## src/rtl/uart_rx_ctrl_if.sv

```systemverilog
// Serial receive bundle: line input, byte handshake to the host and status.
// master drives the line and rx_ready; slave is the receiver.
interface uart_rx_ctrl_if;
  logic       din;
  logic [7:0] rx_data;
  logic       rx_valid;
  logic       rx_ready;
  logic       frame_err;
  logic       overrun_err;
  logic       busy;

  modport master (
    output din, rx_ready,
    input  rx_data, rx_valid, frame_err, overrun_err, busy
  );

  modport slave (
    input  din, rx_ready,
    output rx_data, rx_valid, frame_err, overrun_err, busy
  );
endinterface

```

## src/rtl/uart_rx_ctrl.sv

```systemverilog
// UART receiver: oversample tick, start detect, mid-bit sampling,
// stop check and a small byte FIFO with valid/ready output.
module uart_rx_ctrl #(
  parameter int CLK_PER_TICK = 10,
  parameter int SAMPLE_RATIO = 16,
  parameter int FIFO_DEPTH   = 4
) (
  input logic         clk,
  input logic         rst,
  uart_rx_ctrl_if.slave rx
);
  localparam int AW = $clog2(FIFO_DEPTH);
  localparam int CW = AW + 1;
  localparam logic [3:0] HALF_M1 = 4'(SAMPLE_RATIO / 2 - 1);
  localparam logic [3:0] FULL_M1 = 4'(SAMPLE_RATIO - 1);
  localparam logic [15:0] TICK_M1 = 16'(CLK_PER_TICK - 1);

  typedef enum logic [1:0] {IDLE, START, DATA, STOP} state_t;

  state_t      state_q, state_d;
  logic        sync1_q, sync2_q;
  logic [15:0] tcnt_q;
  logic [3:0]  pcnt_q, pcnt_d;
  logic [3:0]  bidx_q, bidx_d;
  logic [7:0]  shreg_q, shreg_d;
  logic        fe_q, fe_d;
  logic        ov_q, ov_d;
  logic        push;
  logic        pop;
  logic        full;
  logic        tick;
  logic        din_s;

  logic [7:0]    mem_q [FIFO_DEPTH];
  logic [AW-1:0] wr_ptr_q, rd_ptr_q;
  logic [CW-1:0] cnt_q;

  assign din_s = sync2_q;
  assign tick  = (tcnt_q == TICK_M1);
  assign full  = (cnt_q == CW'(FIFO_DEPTH));
  assign pop   = rx.rx_valid & rx.rx_ready;

  assign rx.rx_valid    = (cnt_q != '0);
  assign rx.rx_data     = mem_q[rd_ptr_q];
  assign rx.busy        = (state_q != IDLE);
  assign rx.frame_err   = fe_q;
  assign rx.overrun_err = ov_q;

  // Line idles high, so the synchronizer resets to 1.
  always_ff @(posedge clk or posedge rst) begin
    if (rst) begin
      sync1_q <= 1'b1;
      sync2_q <= 1'b1;
    end else begin
      sync1_q <= rx.din;
      sync2_q <= sync1_q;
    end
  end

  always_ff @(posedge clk or posedge rst) begin
    if (rst) tcnt_q <= '0;
    else if (tick) tcnt_q <= '0;
    else tcnt_q <= tcnt_q + 16'd1;
  end

  always_ff @(posedge clk or posedge rst) begin
    if (rst) begin
      state_q <= IDLE;
      pcnt_q  <= '0;
      bidx_q  <= '0;
      shreg_q <= '0;
      fe_q    <= 1'b0;
      ov_q    <= 1'b0;
    end else begin
      state_q <= state_d;
      pcnt_q  <= pcnt_d;
      bidx_q  <= bidx_d;
      shreg_q <= shreg_d;
      fe_q    <= fe_d;
      ov_q    <= ov_d;
    end
  end

  always_comb begin
    state_d = state_q;
    pcnt_d  = pcnt_q;
    bidx_d  = bidx_q;
    shreg_d = shreg_q;
    fe_d    = 1'b0;
    ov_d    = 1'b0;
    push    = 1'b0;
    if (tick) begin
      unique case (state_q)
        IDLE: begin
          if (!din_s) begin
            state_d = START;
            pcnt_d  = '0;
          end
        end
        START: begin
          if (pcnt_q == HALF_M1) begin
            pcnt_d = '0;
            bidx_d = '0;
            state_d = din_s ? IDLE : DATA;
          end else begin
            pcnt_d = pcnt_q + 4'd1;
          end
        end
        DATA: begin
          if (pcnt_q == FULL_M1) begin
            shreg_d = {din_s, shreg_q[7:1]};
            pcnt_d  = '0;
            bidx_d  = bidx_q + 4'd1;
            if (bidx_q == 4'd7) state_d = STOP;
          end else begin
            pcnt_d = pcnt_q + 4'd1;
          end
        end
        STOP: begin
          if (pcnt_q == FULL_M1) begin
            state_d = IDLE;
            pcnt_d  = '0;
            // A pop in the same clk frees the slot a full FIFO needs.
            if (!din_s) fe_d = 1'b1;
            else if (!full || pop) push = 1'b1;
            else ov_d = 1'b1;
          end else begin
            pcnt_d = pcnt_q + 4'd1;
          end
        end
        default: state_d = IDLE;
      endcase
    end
  end

  always_ff @(posedge clk or posedge rst) begin
    if (rst) begin
      for (int i = 0; i < FIFO_DEPTH; i++) mem_q[i] <= '0;
      wr_ptr_q <= '0;
      rd_ptr_q <= '0;
      cnt_q    <= '0;
    end else begin
      if (push) begin
        mem_q[wr_ptr_q] <= shreg_q;
        wr_ptr_q <= wr_ptr_q + AW'(1);
      end
      if (pop) rd_ptr_q <= rd_ptr_q + AW'(1);
      cnt_q <= cnt_q + CW'(push) - CW'(pop);
    end
  end
endmodule
```

## src/flat_wrapper.sv

```systemverilog
// flat-port wrapper written by rule: the top's interface ports become plain ports
module uart_rx_ctrl_flat 
#(
  parameter int CLK_PER_TICK = 10,
  parameter int SAMPLE_RATIO = 16,
  parameter int FIFO_DEPTH   = 4
)
  (clk, rst, rx_din, rx_rx_ready, rx_rx_data, rx_rx_valid, rx_frame_err, rx_overrun_err, rx_busy);
  uart_rx_ctrl_if rx_i ();
  input logic clk;
  input logic rst;
  input wire logic [$bits(rx_i.din)-1:0] rx_din;
  input wire logic [$bits(rx_i.rx_ready)-1:0] rx_rx_ready;
  output wire logic [$bits(rx_i.rx_data)-1:0] rx_rx_data;
  output wire logic [$bits(rx_i.rx_valid)-1:0] rx_rx_valid;
  output wire logic [$bits(rx_i.frame_err)-1:0] rx_frame_err;
  output wire logic [$bits(rx_i.overrun_err)-1:0] rx_overrun_err;
  output wire logic [$bits(rx_i.busy)-1:0] rx_busy;
  assign rx_i.din = rx_din;
  assign rx_i.rx_ready = rx_rx_ready;
  assign rx_rx_data = rx_i.rx_data;
  assign rx_rx_valid = rx_i.rx_valid;
  assign rx_frame_err = rx_i.frame_err;
  assign rx_overrun_err = rx_i.overrun_err;
  assign rx_busy = rx_i.busy;
  uart_rx_ctrl #(.CLK_PER_TICK(CLK_PER_TICK), .SAMPLE_RATIO(SAMPLE_RATIO), .FIFO_DEPTH(FIFO_DEPTH)) u_core (.clk(clk), .rst(rst), .rx(rx_i));
endmodule
```

## config.mk

```make
export PLATFORM = sky130hd
export DESIGN_NAME = uart_rx_ctrl_flat
export DESIGN_NICKNAME = d
export VERILOG_FILES = /design/src/rtl/uart_rx_ctrl_if.sv /design/src/rtl/uart_rx_ctrl.sv /design/src/flat_wrapper.sv
export SDC_FILE = /design/constraint.sdc
export NUM_CORES = 1
export LEC_CHECK = 0
export BUFFER_PORTS_ARGS = -buffer_cell sky130_fd_sc_hd__clkbuf_2
export CAP_MARGIN = 20
export CORE_MARGIN = 3
export CORE_UTILIZATION = 60
export CTS_CLUSTER_DIAMETER = 80
export DETAILED_ROUTE_END_ITERATION = 10
export PLACE_DENSITY = 0.78
export RECOVER_POWER = 100
export SLEW_MARGIN = 20
export SYNTH_ARGS = -nofsm -noshare
export SYNTH_HDL_FRONTEND = slang
export SYNTH_SLANG_ARGS = --single-unit
```

## constraint.sdc

```tcl
create_clock -name clk -period 6.2 [get_ports clk]
set_input_delay 0.31 -clock clk [delete_from_list [all_inputs] [get_ports clk]]
set_output_delay 0.31 -clock clk [all_outputs]
set_load 0.02 [all_outputs]
```

-- Yosys cells after proc, flatten, opt, wreduce, memory -nomap -nowiden
Index checks and enable logic that the tools add are counted.
- input port bits: 4
- output and inout port bits: 12
- bits in registers: 77
- $lt $le $gt $ge: 3
- reduce and logical (&&, ||, !) cells: 12
- $add $sub $neg: 7
- muxes and demuxes: 35
- eq/ne operators: 13
- bitwise logic cells: 3
- operators with widths (cell ; number):
    32-bit bitwise mux ; 1
    8-bit two-way mux ; 3
    4-bit two-way mux ; 5
    16-bit by 1-bit adder with 16-bit output, second input constant ; 1
    8-bit binary-select mux with 2-bit select ; 1
    8-bit demux with 2-bit select ; 1
    16-bit by 4-bit == test with 1-bit output, second input constant ; 1
    16-bit two-way mux ; 1
    1-bit two-way mux ; 14
    2-bit two-way mux ; 6
    4-bit case mux with 3 select lines ; 1
    4-bit by 1-bit adder with 4-bit output, second input constant ; 2
    4-bit by 3-bit == test with 1-bit output, second input constant ; 2
    2-bit by 1-bit != test with 1-bit output, second input constant ; 4
    2-bit case mux with 4 select lines ; 1
    4-bit case mux with 2 select lines ; 1
    3-bit >= comparator, second input constant ; 2
    2-bit inverter with 3-bit output ; 2
    6-bit AND reduction ; 1
    2-bit by 1-bit adder with 2-bit output, second input constant ; 2
    2-bit == test, second input constant ; 2
    4-bit == test, second input constant ; 1
    4-bit AND reduction ; 1
    2-bit nonzero test ; 2
    other kinds (15) ; 15

-- Logic depth before layout (Yosys ltp)
Gate-level depths: netlist of the first run.
- depth after elaboration: 10
- depth in mapped cells: 14
- gate-level depth less buffers: 13

-- Worst setup path after synthesis of the first run
Ideal clock, no wire load.
- path kind: flip-flop to flip-flop
- from: reg u_core.pcnt_q[0]
- to: reg u_core.cnt_q[2]
- data arrival time: 2.479 ns
- setup slack: 3.596 ns
- stages on the path, launching flop included: 13
- clock period less this slack: 2.604 ns
- cells stage by stage: dfrtp_1 -> ha_1 -> nand4_1 -> nor3b_2 -> and2_1 -> inv_1 -> ha_1 -> inv_1 -> ha_1 -> inv_1 -> fa_1 -> xnor2_1 -> xnor2_1
- cells in the longest elaborated chain, start to end: 6
- ends and longest elaborated chain (item ; RTL line ; source):
    start: declaration ; uart_rx_ctrl.sv:23 ; logic [3:0] pcnt_q, pcnt_d;
    start signal: assignment ; uart_rx_ctrl.sv:76 ; pcnt_q <= pcnt_d;
    4-bit == test ; uart_rx_ctrl.sv:120 ; if (pcnt_q == FULL_M1) begin
    1-bit two-way mux ; uart_rx_ctrl.sv:120 ;
    1-bit two-way mux ; uart_rx_ctrl.sv:93 ; unique case (state_q)
    1-bit two-way mux ; uart_rx_ctrl.sv:92 ; if (tick) begin
    3-bit by 1-bit adder with 3-bit output ; uart_rx_ctrl.sv:148 ; cnt_q <= cnt_q + CW'(push) - CW'(pop);
    3-bit by 1-bit subtractor with 3-bit output ; uart_rx_ctrl.sv:148 ;
    end signal: assignment ; uart_rx_ctrl.sv:148 ;
    end: declaration ; uart_rx_ctrl.sv:36 ; logic [CW-1:0] cnt_q;
Every way passes these cells.
A chain may end at the register's enable or synchronous reset.

==> results.md, run 1 <==
- The congestion estimate from routability-driven global placement came to 0.802.
- In the synthesized netlist the async set-or-reset flop fraction comes to 1.00.
- The cell type with the largest total area after synthesis is dfrtp_1.
- The I/O pin count is 16.
- The most common cell in the netlist is dfrtp_1.
- The first global-routing pass estimated 11.3 mm of wire.
- Setup violations remaining at the end of the flow were counted as 0.
- The checks that failed: max-capacitance violations, max-slew violations.
- The initial utilization of the core area, before any placement, comes to 0.642.
- Compared with the post-synthesis result, the final layout area differs by 9.26%.
- For this run, the register share of the synthesized area comes to 0.527.
- After synthesis, the netlist uses 46 different library cells.
- The mean cell area of the mapped netlist is between 10 and 15 um^2.
- The remaining antenna violation count after routing is 0.
- Ranked by instance count, the synthesized netlist is headed by dfrtp_1 (75), mux2_2 (41), inv_1 (17).
- The headroom to the max-slew limit is -1.65.
- The CTS tree is built.
- After detailed routing, the average wire length per cell comes to 17.4 um.
- The flip-flop and latch count after synthesis is 77.
- The cell count after synthesis came out at 279.
- The initial antenna violation count came to 0.
- The fill cell instance count of the final layout is about 400.
- Data arrives at the worst endpoint at 3.26 ns.
- The transition time of the tightest slew-check pin is 3.98 ns.
- At the worst endpoint, the required time is around 5.7 ns.
- The number of instances resized during post-cts repair is 0.
- The run finished, with violations left.
- The number of buffers created by CTS is 9.
- The clock passes through at most 2 buffers.
- For this design, the CTS-stage hold fixing added 0 buffers.
- The count of synthesis-stage warnings from yosys is 0.
- The worst IR drop on VDD is between 0.00015 and 0.0002 V.
- After floorplanning, the core was sized to cover between 5000 and 6000 um^2.
- The DRC violation count after routing is 0.
- The vias per cell is 5.98.
- The number of nets produced by synthesis is 299.
- The cell area that synthesis handed to floorplanning was 3660 um^2.
- The number of buffers added on ports is 15.
- For this run, the total global-route usage over all layers was measured as 0.202.
- After global routing the overflow that remains totals 0.
- The internal power component is ~840 uW.
- The post-CTS repair timing setup buffer count is 0.
- The proportion of total power due to net switching is 0.220.
- The clock root buffer is clkbuf_8.
- By area the synthesized netlist is led by dfrtp_1 (51%), mux2_2 (13%), ha_1 (5.1%).
- The sequential share of power is 0.477.
- The number of cell rows is 27.
- In the final design database the tool counted 321 nets.
- Along the worst path, the maximum fanout reaches 77.
- Once layout is complete, the utilization of the core stands at 0.701.
- In the synthesized netlist the dominant register cell turns out to be dfrtp_1.
- Setup repair after global routing left no endpoint under its margin.
- Max-cap violations in this run came to 2.
- After detailed routing, the met3 layer carries 246 um of wire.
- After the first detailed-routing iteration, the DRC count stood at 196.
- 0 antenna diodes ended up in the layout.
- The source-to-sink clock delay at the later pin of the worst-skew pair is 0.34 ns.
- The final count of hold timing violations was 0.
- After legalization and detailed placement, the total HPWL measured 4.46 mm.
- The first-pass iteration count of the detailed router is 4.
- Dividing the final minimum period by the clock period gives 0.602.
- The worst setup path is of the in2async kind.
- The share of total power dissipated in the clock network is 0.451.
- The setup skew after layout is 0.00815 ns.
- For this block, the routed nets add up to 6.57 mm of wire.
- The highest layer touched by signal routing is met4.
- The detailed router put a total of 3.14 mm of wire on met1.
- The worst reg2reg path depth is 11.
- From left edge to right edge, the die measures 84.1 um.
- The synthesized design contains 0 enable-type register cells.
- For this block, the via count after detailed routing is 2255.
- Entering global routing, the biggest net connects 78 pins.
- The worst setup path is captured at an async pin.
- Power spread over the standard cell area amounts to 269 nW/um^2.
- For this run, the top clock speed supported by timing is 268 MHz.
- The sum of negative setup slack is 0 ns.
- The relative contribution of combinational cells to total power is 0.072.
- The met2 routed wirelength is 3.05 mm.
- In the final layout, the share of cells above drive strength 1 is 0.236.
- In this run the power spent charging and discharging nets is 236 uW.
- The vertical extent of the die is between 80 and 90 um.
- Of the post-synthesis cell area, the dominant cell type holds 0.512.
- The clock period could shrink to 3.73 ns.
- The worst setup path is launched from a primary input.
- The leakage power of the design is just under 0.002 uW.
- The number of global-route vias before repair is about 2300.
- Along the worst hold path, the cell count comes to 1.
- CTS saw 77 sinks.
- The total count of max-transition violations in the final report is 87.
- The H-tree was split into 3 levels.
- In this run the worst hold path is classified as in2reg.
- After clock tree synthesis, the clock-pin slew on the worst setup and hold paths is 0.08 ns.
- The die covers 7080 um^2.
[worst max-delay path, cell delays in order]
cell and delay (ns):
clkbuf_2 0.08, inv_1 0.04, clkbuf_1 2.78
[layout make-up]
class | count | area, um^2 | share of cell area
Sequential cell | 77 | 1930 | 0.482
Clock buffer | 9 | 124 | 0.0309
Multi-Input combinational cell | 180 | 1600 | 0.399
Timing Repair Buffer | 16 | 63.8 | 0.0159
Inverter | 17 | 63.8 | 0.0159
Clock inverter | 6 | 136 | 0.0341
Tap cell | 72 | 90.1 | 0.0225
[per-layer routing]
layer  track usage  up-vias
met1         0.296     1146
met2         0.303       44
met5             0        -
met3        0.0363       15
li1              -     1050
met4        0.0775        0
[worst paths after layout]
kind	startpoint	to	slack (ns)
setup reg to reg	u_core.tcnt_q[7]	u_core.cnt_q[2]	3.11
max in group clk	u_core.tcnt_q[7]	u_core.cnt_q[2]	3.11
hold / removal	rx_din	u_core.sync1_q	0.04
setup / recovery	rst	u_core.tcnt_q[11]	2.47
min in group asynchronous	rst	u_core.mem_q[30]	1.49
hold reg to reg	u_core.sync1_q	u_core.din_s	0.36
[through the flow]
stage | cell area (um^2) | cells | worst slack, ns | power, uW | hold slack, ns
floorplan | 3660 | 279 | 3.60 | 580 | 0.314
global placement | 3810 | 362 | 3.39 | 597 | 0.348
detailed placement | 3810 | 362 | 3.29 | 601 | 0.350
CTS | 4070 | 377 | 3.26 | 1080 | 0.0319
global route | 4000 | 377 | 1.67 | 1120 | 0.0271
finish | 4000 | 377 | 2.47 | 1080 | 0.0428
[sequential cells by signal, summed over array words and instances, names as in the netlist, named ones only]
name,cells
u_core.rd_ptr_q,2
u_core.wr_ptr_q,2
u_core.shreg_q,8
u_core.sync1_q,1
u_core.pcnt_q,4
u_core.cnt_q,3
u_core.bidx_q,4
u_core.state_q,1
u_core.rx.overrun_err,1
u_core.mem_q,32
u_core.din_s,1
u_core.tcnt_q,16
u_core.rx.frame_err,1
[cell families after synthesis]
family / Yosys count / synth area share
and+or+nand+nor: 78 / 0.134
AOI/OAI and AO/OA: 14 / 0.0266
xor gates and xnor gates: 19 / 0.0454
buffers and inverters: 22 / 0.0246
DFF: 77 / 0.527
muxes: 53 / 0.186
adders and majority gates: 16 / 0.0567
[power groups by stage]
stage	sequential, uW	clock [uW]	combinational (uW)
after floorplan	521	0	59.1
after global placement	522	0	75.0
after detailed placement	523	0	78.1
after CTS	513	492	78.7
after global routing	514	517	87.8
final	513	485	77.6
[cells in the final DEF, fill, tap and decap left out, types with 5 or more instances in the layout]
master    instances
inv_1            17
nand2_1          12
mux2_2           40
xor2_1            6
and3_1            5
ha_1             15
clkbuf_1         13
o21ai_0           5
nand4_1           8
clkbuf_8          9
mux4_2            8
nand3_1          14
xnor2_1          13
dfrtp_1          75
nor3_1            7
nor2_1           12
Note: power is estimated with default switching activity, not from simulation.
==> run 2, diff against run 1 <==
- CORE_UTILIZATION: 60 -> 55
- PLACE_DENSITY: 0.78 -> 0.75
- clock period: 6.2 -> 3.3 ns (I/O delays scaled with it)
==> results.md, run 2 (same netlist as run 1, synthesis figures left out) <==
- The cell area after layout is 3990 um^2 (-0.34%).
- The horizontal die dimension is 87.6 um (+4.1%).
- The vias per cell was 5.65 (-5.5%).
- In this run the most critical hold path is launched from rx_rx_ready.
- The flip-flop count of the largest register, all copies and words added is 32 (unchanged).
- The setup skew after layout is 0.0123 ns (+0.00412 ns).
- The number of cell rows came to 29 (+7.4%).
- The largest registers in the layout are u_core.mem_q: 32 flops, u_core.tcnt_q: 16 flops, u_core.shreg_q: 8 flops.
- The root buffer cell chosen for the clock tree is clkbuf_8.
- The initial core utilization is 0.574 (-0.0680).
- The total count of max-transition violations in the final report is 0 (-100%).
- The initial antenna violation count is 0 (unchanged).
- The first-pass iteration count of the detailed router came to 4 (unchanged).
- The switching power total was 465 uW (+97%).
- The clock period minus worst slack is 2.74 ns.
- The worst hold-check path type is in2reg.
- The clock transition at the registers of the reported paths is 0.09 ns (about the same).
- The post-detailed-placement half-perimeter wirelength is 4.40 mm (-1.5%).
- The cell area power density is 439 nW/um^2 (+63%).
- The number of buffers created by CTS is 9 (unchanged).
- The launching point of the worst reg2reg path is u_core.pcnt_q[0].
- The share of the clock period used by the worst path is 0.829.
- The final core area utilization was 0.625 (-0.0765).
- The final net count was 326 (+1.6%).
- The routed wire length is 6.23 mm (-5.2%).
- The leakage power of the design is 0.00190 uW (-1.0%).
- The sequential share of power was 0.550 (+0.073).
- The worst IR drop on VDD is 0.000256 V (+46%).
- The source-to-sink clock delay at the later pin of the worst-skew pair was 0.34 ns (about the same).
- The area growth from synthesis to layout is 8.88%.
- The instance area after placement is 3840 um^2 (+0.76%).
- The number of cells in the design after placement was 370 (+2.2%).
- The CTS tree is built.
- The required time of the critical path came to 3.58 ns (-2.15 ns).
- The final setup slack of the worst path is 0.563 ns (-1.90 ns).
- The vertical extent of the die is 87.6 um (+4.1%).
- The routability congestion estimate was 0.835 (+4.2%).
- The critical path class is reg2reg.
- For this run, the top clock speed supported by timing is approximately 370 MHz.
- The I/O pin count is 16 (unchanged).
- The worst-path cell with the longest stage delay is dfrtp_1.
- Ranked by flip-flop count, first place goes to u_core.mem_q.
- The signal arrival time at the worst endpoint is 3.01 ns (-0.25 ns).
- The reported max-cap violation count is 0 (-2).
- The top cell types in the final layout, fill and taps aside, are dfrtp_1 (75), mux2_2 (41), inv_1 (17).
- The area enclosed by the die boundary is 7680 um^2 (+8.4%).
- The relative contribution of combinational cells to total power is 0.082 (+0.010).
- The number of H-tree levels is 3 (unchanged).
- The final count of hold timing violations came to 0 (unchanged).
- The share of cells above drive strength 1 is 0.257 (+0.0212).
- The proportion of total power due to net switching is 0.266 (+0.0459).
- The number of buffers added on ports is 15 (unchanged).
- The largest driver fanout on the critical path is 6 (-92%).
- The internal power component is 1290 uW (+53%).
- The total vias in the final route is 2193 (-2.7%).
- The highest cell delay on the worst timing path is 0.39 ns (-2.39 ns).
- The worst reg2reg path depth is 13 (+2).
- The leading cell type in the layout, fill and taps excluded is dfrtp_1.
- The overall track demand over capacity in global routing is 0.177 (-0.0245).
- The remaining antenna violation count after routing is 0 (unchanged).
- The final number of setup-violating endpoints was 0 (unchanged).
- The flow ran to the end, and the final reports show no timing, DRC or antenna violations.
- The pin count of the biggest net entering global routing is 39 (-50%).
- The clock sink count is 77 (unchanged).
- The number of global-route vias before repair was 2139 (-6.2%).
- The largest delay contributor family on the critical path is adder cells.
- The register-to-register setup slack was 0.56 ns (-2.55 ns).
- The sum of negative setup slack came to 0 ns (unchanged).
- The instance count along the most critical hold path came to 4 (+3).
- The headroom to the max-slew limit is 0.0578 (+1.71).
- The DRC violation count after routing came to 0 (unchanged).
- The wire length per cell came to 16.1 um (-7.9%).
- The type of destination of the critical path is a flip-flop.
- The largest buffer count on any clock path is 2 (unchanged).
- The signal on the critical path passes through ha_1 -> nand4_1 -> nor3b_1 -> buf_4 -> and2_0 -> inv_1 -> ha_1 -> inv_1 -> ha_1 -> inv_1 -> fa_1 -> xnor2_1 -> xnor2_1.
- The worst slack after detailed placement is 0.643 ns (-2.65 ns).
- The endpoint of the worst-slack reg-to-reg timing path is u_core.cnt_q[2].
- The non-filler instance count after layout was 388 (+2.9%).
- Setup repair after global routing left no endpoint under its margin.
- The transition time of the tightest slew-check pin is 1.41 ns (-2.57 ns).
- The area of the core region is 6390 um^2 (+12%).
- The wire length of the first global-routing pass is 10.3 mm (-8.4%).
- The final global-route overflow total is 0 (unchanged).
- The initial DRC count is 98 (-50%).
- The buffers plus inverters on the worst setup path was 4 (+1).
- The number of inserted diodes was 0 (unchanged).
- The category of the worst setup path launch point is a flip-flop.
- The power share of the clock group is 0.368 (-0.083).
- The end of the worst hold path is u_core.rx.overrun_err.
run 2: cell types whose count changed in the layout (fill, tap and decap cells not counted), moves of 2 or more:
| cell | before | now |
|---|---|---|
| bufinv_16 | 4 | 0 |
| clkbuf_1 | 13 | 15 |
| clkinv_4 | 1 | 3 |
| dlygate4sd3_1 | 0 | 2 |
| nand3_1 | 14 | 10 |
| nand3_2 | 0 | 4 |
run 2: worst max-delay path by stage:
stage	slack (ns)	from	depth (start not counted)	endpoint
floorplan	0.70	u_core.pcnt_q[0]	12	u_core.cnt_q[2]
global placement	0.72	u_core.pcnt_q[0]	13	u_core.cnt_q[2]
detailed placement	0.64	u_core.pcnt_q[0]	13	u_core.cnt_q[2]
CTS	0.63	u_core.pcnt_q[0]	13	u_core.cnt_q[2]
global route	0.33	u_core.tcnt_q[13]	4	u_core.shreg_q[0]
finish	0.56	u_core.pcnt_q[0]	13	u_core.cnt_q[2]
run 2: tightest hold or removal path, delay by kind of cell:
kind | cells | cell delay, ns
and+or+nand+nor | 3 | 0.16
buffers and inverters | 1 | 0.09
run 2: area by class of cell:
class	instances	area, um^2
well taps	77	96.3
clock buffers	9	124
flip-flops and latches	77	1930
repair buffers	21	98.8
inverters	17	63.8
clock inverters	7	58.8
multi-input cells	180	1620
fillers	504	2400
run 2: routing by layer:
layer | GRT usage | part of all wire
met3 | 0.0348 | 0.026
met2 | 0.266 | 0.47
met5 | 0 | 0
met4 | 0.0907 | 0.011
met1 | 0.247 | 0.49
run 2: power by group through the flow:
stage	Sequential, uW	Combinational (uW)	Clock (uW)
2_1_floorplan	979	111	0
3_3_place_gp	980	144	0
3_5_place_dp	981	145	0
4_1_cts	963	147	663
5_1_grt	964	163	700
6_report	963	143	644
run 2: repair_timing:
item                      CTS  global route
gates resized for setup     0             0
hold buffers                2             0
setup buffers               0             0
hold endpoints to repair   37             0
run 2: through the flow:
stage	total power, uW	hold WS (ns)
after floorplan	1090	0.169
after global placement	1120	0.255
after detailed placement	1130	0.254
after CTS	1770	0.104
after global routing	1830	0.111
final	1750	0.114
